**config.mk**
```make
export PLATFORM = sky130hd
export DESIGN_NAME = prog_loader
export DESIGN_NICKNAME = d
export VERILOG_FILES = /design/src/rtl/prog_loader.sv
export SDC_FILE = /design/constraint.sdc
export NUM_CORES = 1
export LEC_CHECK = 0
export ABC_AREA = 1
export CORE_ASPECT_RATIO = 0.9
export CORE_MARGIN = 3
export CORE_UTILIZATION = 58
export CTS_CLUSTER_DIAMETER = 40
export DETAILED_ROUTE_END_ITERATION = 8
export GPL_ROUTABILITY_DRIVEN = 0
export MAX_ROUTING_LAYER = met4
export PLACE_DENSITY = 0.95
export SLEW_MARGIN = 20
export SYNTH_ARGS = -nofsm -noshare
export SYNTH_HDL_FRONTEND = slang
export SYNTH_SLANG_ARGS = --single-unit
```
**constraint.sdc**
```tcl
create_clock -name clk -period 3.4 [get_ports clk]
set_input_delay 0.68 -clock clk [delete_from_list [all_inputs] [get_ports clk]]
set_output_delay 0.68 -clock clk [all_outputs]
set_load 0.02 [all_outputs]
```
**src/rtl/prog_loader.sv**
```systemverilog
// Program loader: takes a framed 16-bit word stream, pairs the words into 32-bit
// instructions, writes them to instruction memory, verifies the checksum and releases the core.
module prog_loader #(
  parameter int DEPTH = 16,
  parameter int AW    = 4
) (
  input  logic          clk,
  input  logic          sys_rst,
  input  logic          start,
  input  logic          in_valid,
  output logic          in_ready,
  input  logic [15:0]   in_data,
  output logic          im_we,
  output logic [AW-1:0] im_addr,
  output logic [31:0]   im_wdata,
  output logic          core_rst,
  output logic          done,
  output logic          err,
  output logic [AW:0]   word_count
);

  typedef enum logic [2:0] {
    IDLE,
    HDR,
    HI,
    LO,
    CHK,
    DONE,
    ERR
  } state_t;

  state_t        state;
  state_t        next_state;
  logic          accept;
  logic          session_start;
  logic          hdr_ok;
  logic          last_word;
  logic [AW:0]   n_reg;
  logic [AW-1:0] index;
  logic [15:0]   sum;
  logic [15:0]   hi_reg;

  assign accept        = in_valid && in_ready;
  assign session_start = start && ((state == IDLE) || (state == DONE) || (state == ERR));

  assign hdr_ok = (in_data[15:8] == 8'hA5) && (in_data[7:5] == 3'b000) &&
                  (in_data[4:0] != 5'd0) && (int'({27'b0, in_data[4:0]}) <= DEPTH);

  assign last_word = ({1'b0, index} == (n_reg - {{AW{1'b0}}, 1'b1}));

  always_ff @(posedge clk) begin
    if (sys_rst) begin
      state <= IDLE;
    end else begin
      state <= next_state;
    end
  end

  // Start is honoured only between sessions; mid-frame it is deliberately ignored.
  always_comb begin
    next_state = state;
    case (state)
      IDLE:    if (start) next_state = HDR;
      HDR:     if (accept) next_state = hdr_ok ? HI : ERR;
      HI:      if (accept) next_state = LO;
      LO:      if (accept) next_state = last_word ? CHK : HI;
      CHK:     if (accept) next_state = (in_data == sum) ? DONE : ERR;
      DONE:    if (start) next_state = HDR;
      ERR:     if (start) next_state = HDR;
      default: next_state = IDLE;
    endcase
  end

  // Status outputs are registered from the next state so they line up with the state register.
  always_ff @(posedge clk) begin
    if (sys_rst) begin
      in_ready   <= 1'b0;
      im_we      <= 1'b0;
      im_addr    <= '0;
      im_wdata   <= '0;
      core_rst   <= 1'b1;
      done       <= 1'b0;
      err        <= 1'b0;
      word_count <= '0;
      index      <= '0;
      sum        <= '0;
      hi_reg     <= '0;
      n_reg      <= '0;
    end else begin
      im_we    <= 1'b0;
      in_ready <= (next_state == HDR) || (next_state == HI) ||
                  (next_state == LO)  || (next_state == CHK);
      done     <= (next_state == DONE);
      err      <= (next_state == ERR);
      core_rst <= (next_state != DONE);

      if (session_start) begin
        word_count <= '0;
        index      <= '0;
        sum        <= '0;
      end

      if (im_we) begin
        index      <= index + {{(AW-1){1'b0}}, 1'b1};
        word_count <= word_count + {{AW{1'b0}}, 1'b1};
      end

      // Low-half acceptance schedules the memory write for the following cycle.
      if (accept) begin
        case (state)
          HDR: n_reg <= in_data[AW:0];
          HI: begin
            hi_reg <= in_data;
            sum    <= sum + in_data;
          end
          LO: begin
            sum      <= sum + in_data;
            im_we    <= 1'b1;
            im_addr  <= index;
            im_wdata <= {hi_reg, in_data};
          end
          default: ;
        endcase
      end
    end
  end

endmodule

```
Word-level counts from Yosys, hierarchy flattened
Index checks and enable logic that the tools add are counted.
{"block": "op_classes", "n_reduce_logical": 20, "add_sub_neg": 4, "bitwise": 1, "n_eq_ne": 16, "mux": 17, "magnitude_cmp": 1}
{"operator": "2-to-1 mux 16 bit", "n": 3}
{"operator": "2-to-1 mux 3 bit", "n": 7}
{"operator": "== test 3 bit, second input constant", "n": 6}
{"operator": "adder 16 bit", "n": 1}
{"operator": "== test 16 bit", "n": 1}
{"operator": "case mux 3 bit (5 select lines)", "n": 1}
{"operator": "== test 3 x 2 -> 1 bit, second input constant", "n": 4}
{"operator": "2-to-1 mux 5 bit", "n": 2}
{"operator": "== test 8 bit, second input constant", "n": 1}
{"operator": "2-to-1 mux 4 bit", "n": 2}
{"operator": "== test 3 x 1 -> 1 bit, second input constant", "n": 2}
{"operator": "zero test 3 bit", "n": 2}
{"operator": "AND reduction 2 bit", "n": 3}
{"operator": "adder 5 x 1 -> 5 bit, second input constant", "n": 1}
{"operator": "== test 4 x 5 -> 1 bit", "n": 1}
{"operator": "<= comparator 5 bit, second input constant", "n": 1}
{"operator": "logical AND 1 bit", "n": 5}
{"operator": "logical OR 1 bit", "n": 5}
{"operator": "nonzero test 5 bit", "n": 1}
{"operator": "subtractor 5 x 1 -> 5 bit, second input constant", "n": 1}
{"operator": "adder 4 x 1 -> 4 bit, second input constant", "n": 1}
{"operator": "OR reduction 2 bit", "n": 2}
{"operator": "!= test 3 bit, second input constant", "n": 1}
{"operator": "OR reduction 3 bit", "n": 1}
{"operator": "4 further kinds", "n": 4}
{"block": "totals", "inputBits": 20, "register_bits": 90, "out_inout_bits": 46, "word_cells": 72}

Depth between registers and ports, before layout
Gate-level depths: netlist of run 1.
{"block": "depth", "ltp_word": 11, "mapped_depth": 16, "ltp_nobuf": 16}

Worst setup path before layout of run 1
No wires, ideal clock.
{"block": "synth_path", "kind": "input to register", "startpoint": "input in_data[0]", "endpoint": "register sum[10]", "required_ns": 3.284, "setup_time_ns": 0.116, "path_slack_ns": 1.225, "cell_stages": 12, "path_buffers": 0, "t_arrival_ns": 2.059, "cell_sequence": "ha_1 -> inv_1 -> fa_1 -> inv_1 -> nand3_1 -> nand2_1 -> inv_1 -> o21ai_2 -> a21oi_1 -> xnor2_1 -> o21ai_0 -> inv_1"}
{"block": "synth_between", "elab_chain_cells": 3}
{"element": "start: declaration", "line": "12", "source": "input logic [15:0] in_data,"}
{"element": "adder 16 bit", "line": "114, 117"}
{"element": "2-to-1 mux 16 bit"}
{"element": "2-to-1 mux 16 bit", "line": "109", "source": "if (accept) begin"}
{"element": "end signal: assignment", "line": "114", "source": "sum <= sum + in_data;"}
{"element": "end signal: assignment", "line": "117", "source": "sum <= sum + in_data;"}
{"element": "end: declaration", "line": "40", "source": "logic [15:0] sum;"}
Every way passes these cells.
A chain may end at the register's enable or synchronous reset.

Worst setup path in the final report of run 1
Same ends and word-level chain as after synthesis.

==> flow_summary.ini, run 1 <==
[run_status]
run_status = complete, no violations

[clock_network]
cts_setup_buffers = 0
cts_buffer_depth = 2
ctsResizeCount = 0
cts_buffers = 9
cts_tree = done
clock_sink_count = 90
htree_levels = 3
root_buffer = clkbuf_8
ctsHoldBuffers = 0
clk_pin_slew_ns = 0.10
clk_latency_ns = 0.37

[power]
swShare = 0.295
p_clk_frac = 0.344
power_switching_w = 0.000602
p_per_area_nw_per_um2 = 388
p_int_w = 0.00144
power_frac_seq = 0.532
power_frac_comb = 0.124
leakagePower_nw = 2.38
ir_drop_v = 0.000268

[place]
numPortBuffers = 65
hpwl_um = 8180
place_area_sq_um = 5060

[final_layout]
area_growth_pct = 19.9
final_nets = 710
mostFrequentLayoutCell = nor2_1
largest_reg_flops = 32
design_area_sq_um = 5250
drive_gt1_frac = 0.0621
insertedDiodeCount = 0
layout_common_cells = 101 x nor2_1, 94 x nand2_1, 90 x dfxtp_1, 72 x o21ai_0, 72 x a21oi_1

[route]
drt_wl_total_um = 11400
vias = 4393
drt-vias-per-instance = 5.71
routedWlPerCell_um = 14.8
drt_iter0_drc = 453
route.detailed.drc = 0
first_pass_iters = 5
ant_nets = 0

[timing]
layout_min_cycle_time_ns = 2.68
skew_ns = 0.00875
slew_violations = 0
holdWs_ns = 0.483
setup_viol = 0
fin_crit_sh = 0.788
hold_viol = 0
max_freq_mhz = 373
worst_slew_pin_slew_ns = 0.526
rsz0062_at_grt = false
fin_tns_setup_ns = 0
slew_headroom = 0.649

[synth]
synth_edf_count = 0
avgSynthCellArea_sq_um = 7.12
synth_ff_type = dfxtp_1
syn-instance-count = 615
async_flop_share = 0
syn-num-nets = 654
yosysSeqAreaShare = 0.411
netlist_area_sq_um = 4380
yosysWarnings = 0
ys_seq_elements = 90
ys_types = 39

[setup_path]
cp_common_cell = inv_1
cp_num_buf_inv = 5
start_kind = primary input
endpoint_kind = register
cpMaxStageDelayCell = clkdlybuf4s50_1
crit_type = in2reg
cpLargestDelayFamily = buffers and inverters
path_max_fanout = 5
arrival_ns = 2.94
critPathRequiredTime_ns = 3.66
crit_chain = clkdlybuf4s50_1 > ha_1 > inv_1 > fa_1 > inv_1 > nand3_1 > nand2_1 > inv_1 > o21ai_2 > a21oi_1 > xnor2_1 > o21ai_0 > inv_1
max_stage_delay_ns = 0.62
reg2reg_slack_ns = 1.35
critical_path_depth = 13
r2r_cells = 12

[worst_hold_path]
hold-path-cell-count = 2
hp-class = reg2reg

[die]
initial_core_util = 0.610
die_y_um = 88.4
core_region_area_sq_um = 7180
std_cell_rows = 29
num_io_pins = 66
die_w_um = 97.6
die_area_sq_um = 8630

[global_route]
grt_usage = 0.273
overflow = 0
antenna_found_initial = 0
grt_pass1_wl_um = 18800
grt_pass1_vias = 4145
grt_max_degree = 60

[flow_run]
maxCapViolations = 0
[cells in the mapped netlist (3+ instances only)]
cell type  count  area share
a211oi_1       5      0.0086
clkbuf_1      12       0.010
a21oi_1       72       0.082
nand3_1       30       0.034
inv_2          6      0.0051
inv_1         59       0.051
xor2_1         3      0.0060
nand4_1        4      0.0057
nor2_1       101       0.087
nor2_4         3      0.0077
nor2_2         3      0.0043
buf_2          7      0.0080
nor3_1         6      0.0069
nand2_1       94       0.081
ha_1          18       0.051
dfxtp_1       90        0.41
o21ai_0       72       0.082
[worst min-delay path, cell delays in order, from the launching register on]
cell and delay [ns]:
dfxtp_1 0.32, inv_1 0.07, a21oi_1 0.06
[per-layer routing]
layer | wire length [um] | GRT usage
met1 | 4830 | 0.334
met2 | 5400 | 0.446
met3 | 810 | 0.0441
met4 | 332 | 0.128
met5 | 0 | -
[cells by family (layout without fill, tap and decap cells)]
kind of cell    after synthesis  in the layout  synth area share
fa+ha+maj                    19             19            0.0560
xor+xnor                      5              5            0.0100
buf+inv                      89            150            0.0817
simple gates                248            248             0.238
flops                        90             90             0.411
compound gates              164            164             0.203
[final timing paths]
check	start	endpoint
worst max register to register	sum[0]	sum[10]
worst max-delay path	in_data[0]	sum[10]
worst min-delay path	n_reg[4]	n_reg[4]
worst min register to register	n_reg[4]	n_reg[4]
[stage by stage]
step           cells  total power (W)  setup slack, ns  utilization
2_1_floorplan    615          0.00127             1.23            -
3_3_place_gp     753          0.00134            0.488        0.705
3_5_place_dp     753          0.00135            0.408        0.705
4_1_cts          769          0.00204            0.787        0.731
5_1_grt          769          0.00211            0.594        0.731
6_report         769          0.00204            0.722        0.731
[cell type report]
type	instances	area (sq um)
well taps	93	116
inverters	65	244
clock buffers	9	124
clock inverters	7	66.3
multi-input cells	436	2220
flip-flops and latches	90	1800
fillers	527	1930
repair buffers	69	681
[power by group through the flow]
stage | clock network [W] | registers (W) | logic [W]
floorplan | 0 | 0.00111 | 0.000162
detailed placement | 0 | 0.00111 | 0.000246
finish | 0.000701 | 0.00108 | 0.000252
global route | 0.000742 | 0.00109 | 0.000280
global placement | 0 | 0.00111 | 0.000237
CTS | 0.000705 | 0.00108 | 0.000248
Note: power is estimated with default switching activity, not from simulation.
==> inputs of run 2 (changes only) <==
- CORE_UTILIZATION: 58 -> 54
- PLACE_DENSITY: 0.95 -> 0.92
- clock period: 3.4 -> 2.6 ns (I/O delays scaled with it)
==> flow_summary.ini, run 2 (synthesis results as in run 1) <==
[clock_network]
clk_latency_ns = 0.37
cts_setup_buffers = 0
cts_buffer_depth = 2
ctsHoldBuffers = 0
root_buffer = clkbuf_8
clock_sink_count = 90
cts_tree = done
cts_buffers = 9
ctsResizeCount = 0
clk_pin_slew_ns = 0.10
htree_levels = 3

[setup_path]
critPathRequiredTime_ns = 2.88
crit_type = in2reg
max_stage_delay_ns = 0.54
path_max_fanout = 3
endpoint_kind = register
arrival_ns = 2.63
start_kind = primary input
cpMaxStageDelayCell = clkdlybuf4s50_1
cp_common_cell = inv_1
crit_chain = clkdlybuf4s50_1 > ha_1 > inv_1 > fa_1 > inv_1 > nand3_1 > nand2_1 > inv_1 > o21ai_2 > a21oi_1 > xnor2_1 > o21ai_0 > inv_1

[die]
die_area_sq_um = 9230
num_io_pins = 66
std_cell_rows = 30
core_region_area_sq_um = 7690
initial_core_util = 0.569
die_w_um = 101
die_y_um = 91.4

[final_layout]
insertedDiodeCount = 0
largest_reg_flops = 32
fin_cells = 786
area_growth_pct = 23.2
layout_common_cells = 101 x nor2_1, 94 x nand2_1, 90 x dfxtp_1, 72 x o21ai_0, 72 x a21oi_1
mostFrequentLayoutCell = nor2_1
drive_gt1_frac = 0.0812
final_nets = 724

[route]
first_pass_iters = 8
routedWlPerCell_um = 15.3
route.detailed.drc = 0
ant_nets = 0
drt_wl_total_um = 12000
drt-vias-per-instance = 5.78
drt_iter0_drc = 385
vias = 4546

[flow_run]
maxCapViolations = 0

[timing]
setup_slack_ns = 0.252
setup_viol = 0
fin_crit_sh = 0.903
rsz0062_at_grt = false
holdWs_ns = 0.478
hold_viol = 0
slew_headroom = 0.674
worst_slew_pin_slew_ns = 0.489
max_freq_mhz = 426
slew_violations = 0
skew_ns = 0.0100
layout_min_cycle_time_ns = 2.35

[power]
p_int_w = 0.00201
power_frac_comb = 0.126
p_clk_frac = 0.367
swShare = 0.281
power_switching_w = 0.000784
power_frac_seq = 0.507
ir_drop_v = 0.000330
p_per_area_nw_per_um2 = 518
leakagePower_nw = 2.48

[global_route]
antenna_found_initial = 0
grt_max_degree = 64
grt_pass1_wl_um = 20000
grt_usage = 0.275
overflow = 0
grt_pass1_vias = 4298

[run_status]
run_status = complete, no violations

[worst_hold_path]
hp-class = reg2reg

[place]
place_ws_ns = -0.0586
placed_cells = 770
numPortBuffers = 65
hpwl_um = 8650
==> run 2: final cells by class <==
| type | count | area, sq um |
|---|---|---|
| Clock buffer | 10 | 138 |
| Clock inverter | 6 | 72.6 |
| Fill cell | 608 | 2300 |
| Inverter | 65 | 244 |
| Multi-Input combinational cell | 436 | 2220 |
| Sequential cell | 90 | 1800 |
| Tap cell | 96 | 120 |
| Timing Repair Buffer | 83 | 798 |
==> run 2: final timing paths <==
path / cells after the start / slack (ns) / from / endpoint
worst max-delay path: 13 / 0.25 / in_data[0] / sum[10]
worst max register to register: 12 / 0.59 / sum[0] / sum[10]
worst min-delay path: 2 / 0.48 / hi_reg[9] / im_wdata[25]
worst min register to register: 2 / 0.48 / hi_reg[9] / im_wdata[25]
==> run 2: power groups by stage <==
stage          clock, W  sequential, W  combinational, W
5_1_grt         0.00108        0.00142          0.000388
2_1_floorplan         0        0.00145          0.000211
3_5_place_dp          0        0.00145          0.000339
4_1_cts         0.00103        0.00142          0.000343
6_report        0.00103        0.00142          0.000352
3_3_place_gp          0        0.00145          0.000324
==> run 2: worst max-delay path: cells and delay by family <==
| kind | cells | cell delay [ns] |
|---|---|---|
| AND/OR/NAND/NOR | 2 | 0.17 |
| adder cells (fa/ha/maj) | 2 | 0.59 |
| buffers and inverters | 5 | 0.80 |
| XOR/XNOR | 1 | 0.13 |
| AO/OA/AOI/OAI | 3 | 0.43 |
==> run 2: per-layer routing <==
layer  up-vias  track usage  wire (um)
li1       2161            -          -
met1      2106        0.340       4950
met2       227        0.425       5690
met3        52       0.0637        927
met4         0        0.127        464
met5         -            -          0
==> run 2: metrics by stage <==
step / setup TNS (ns) / cell area (sq um) / power (W) / util
floorplan: 0 / 4380 / 0.00166 / -
global placement: -0.00709 / 5180 / 0.00177 / 0.674
detailed placement: -0.0859 / 5180 / 0.00179 / 0.674
CTS: 0 / 5390 / 0.00279 / 0.701
global route: 0 / 5390 / 0.00289 / 0.701
finish: 0 / 5390 / 0.00280 / 0.701
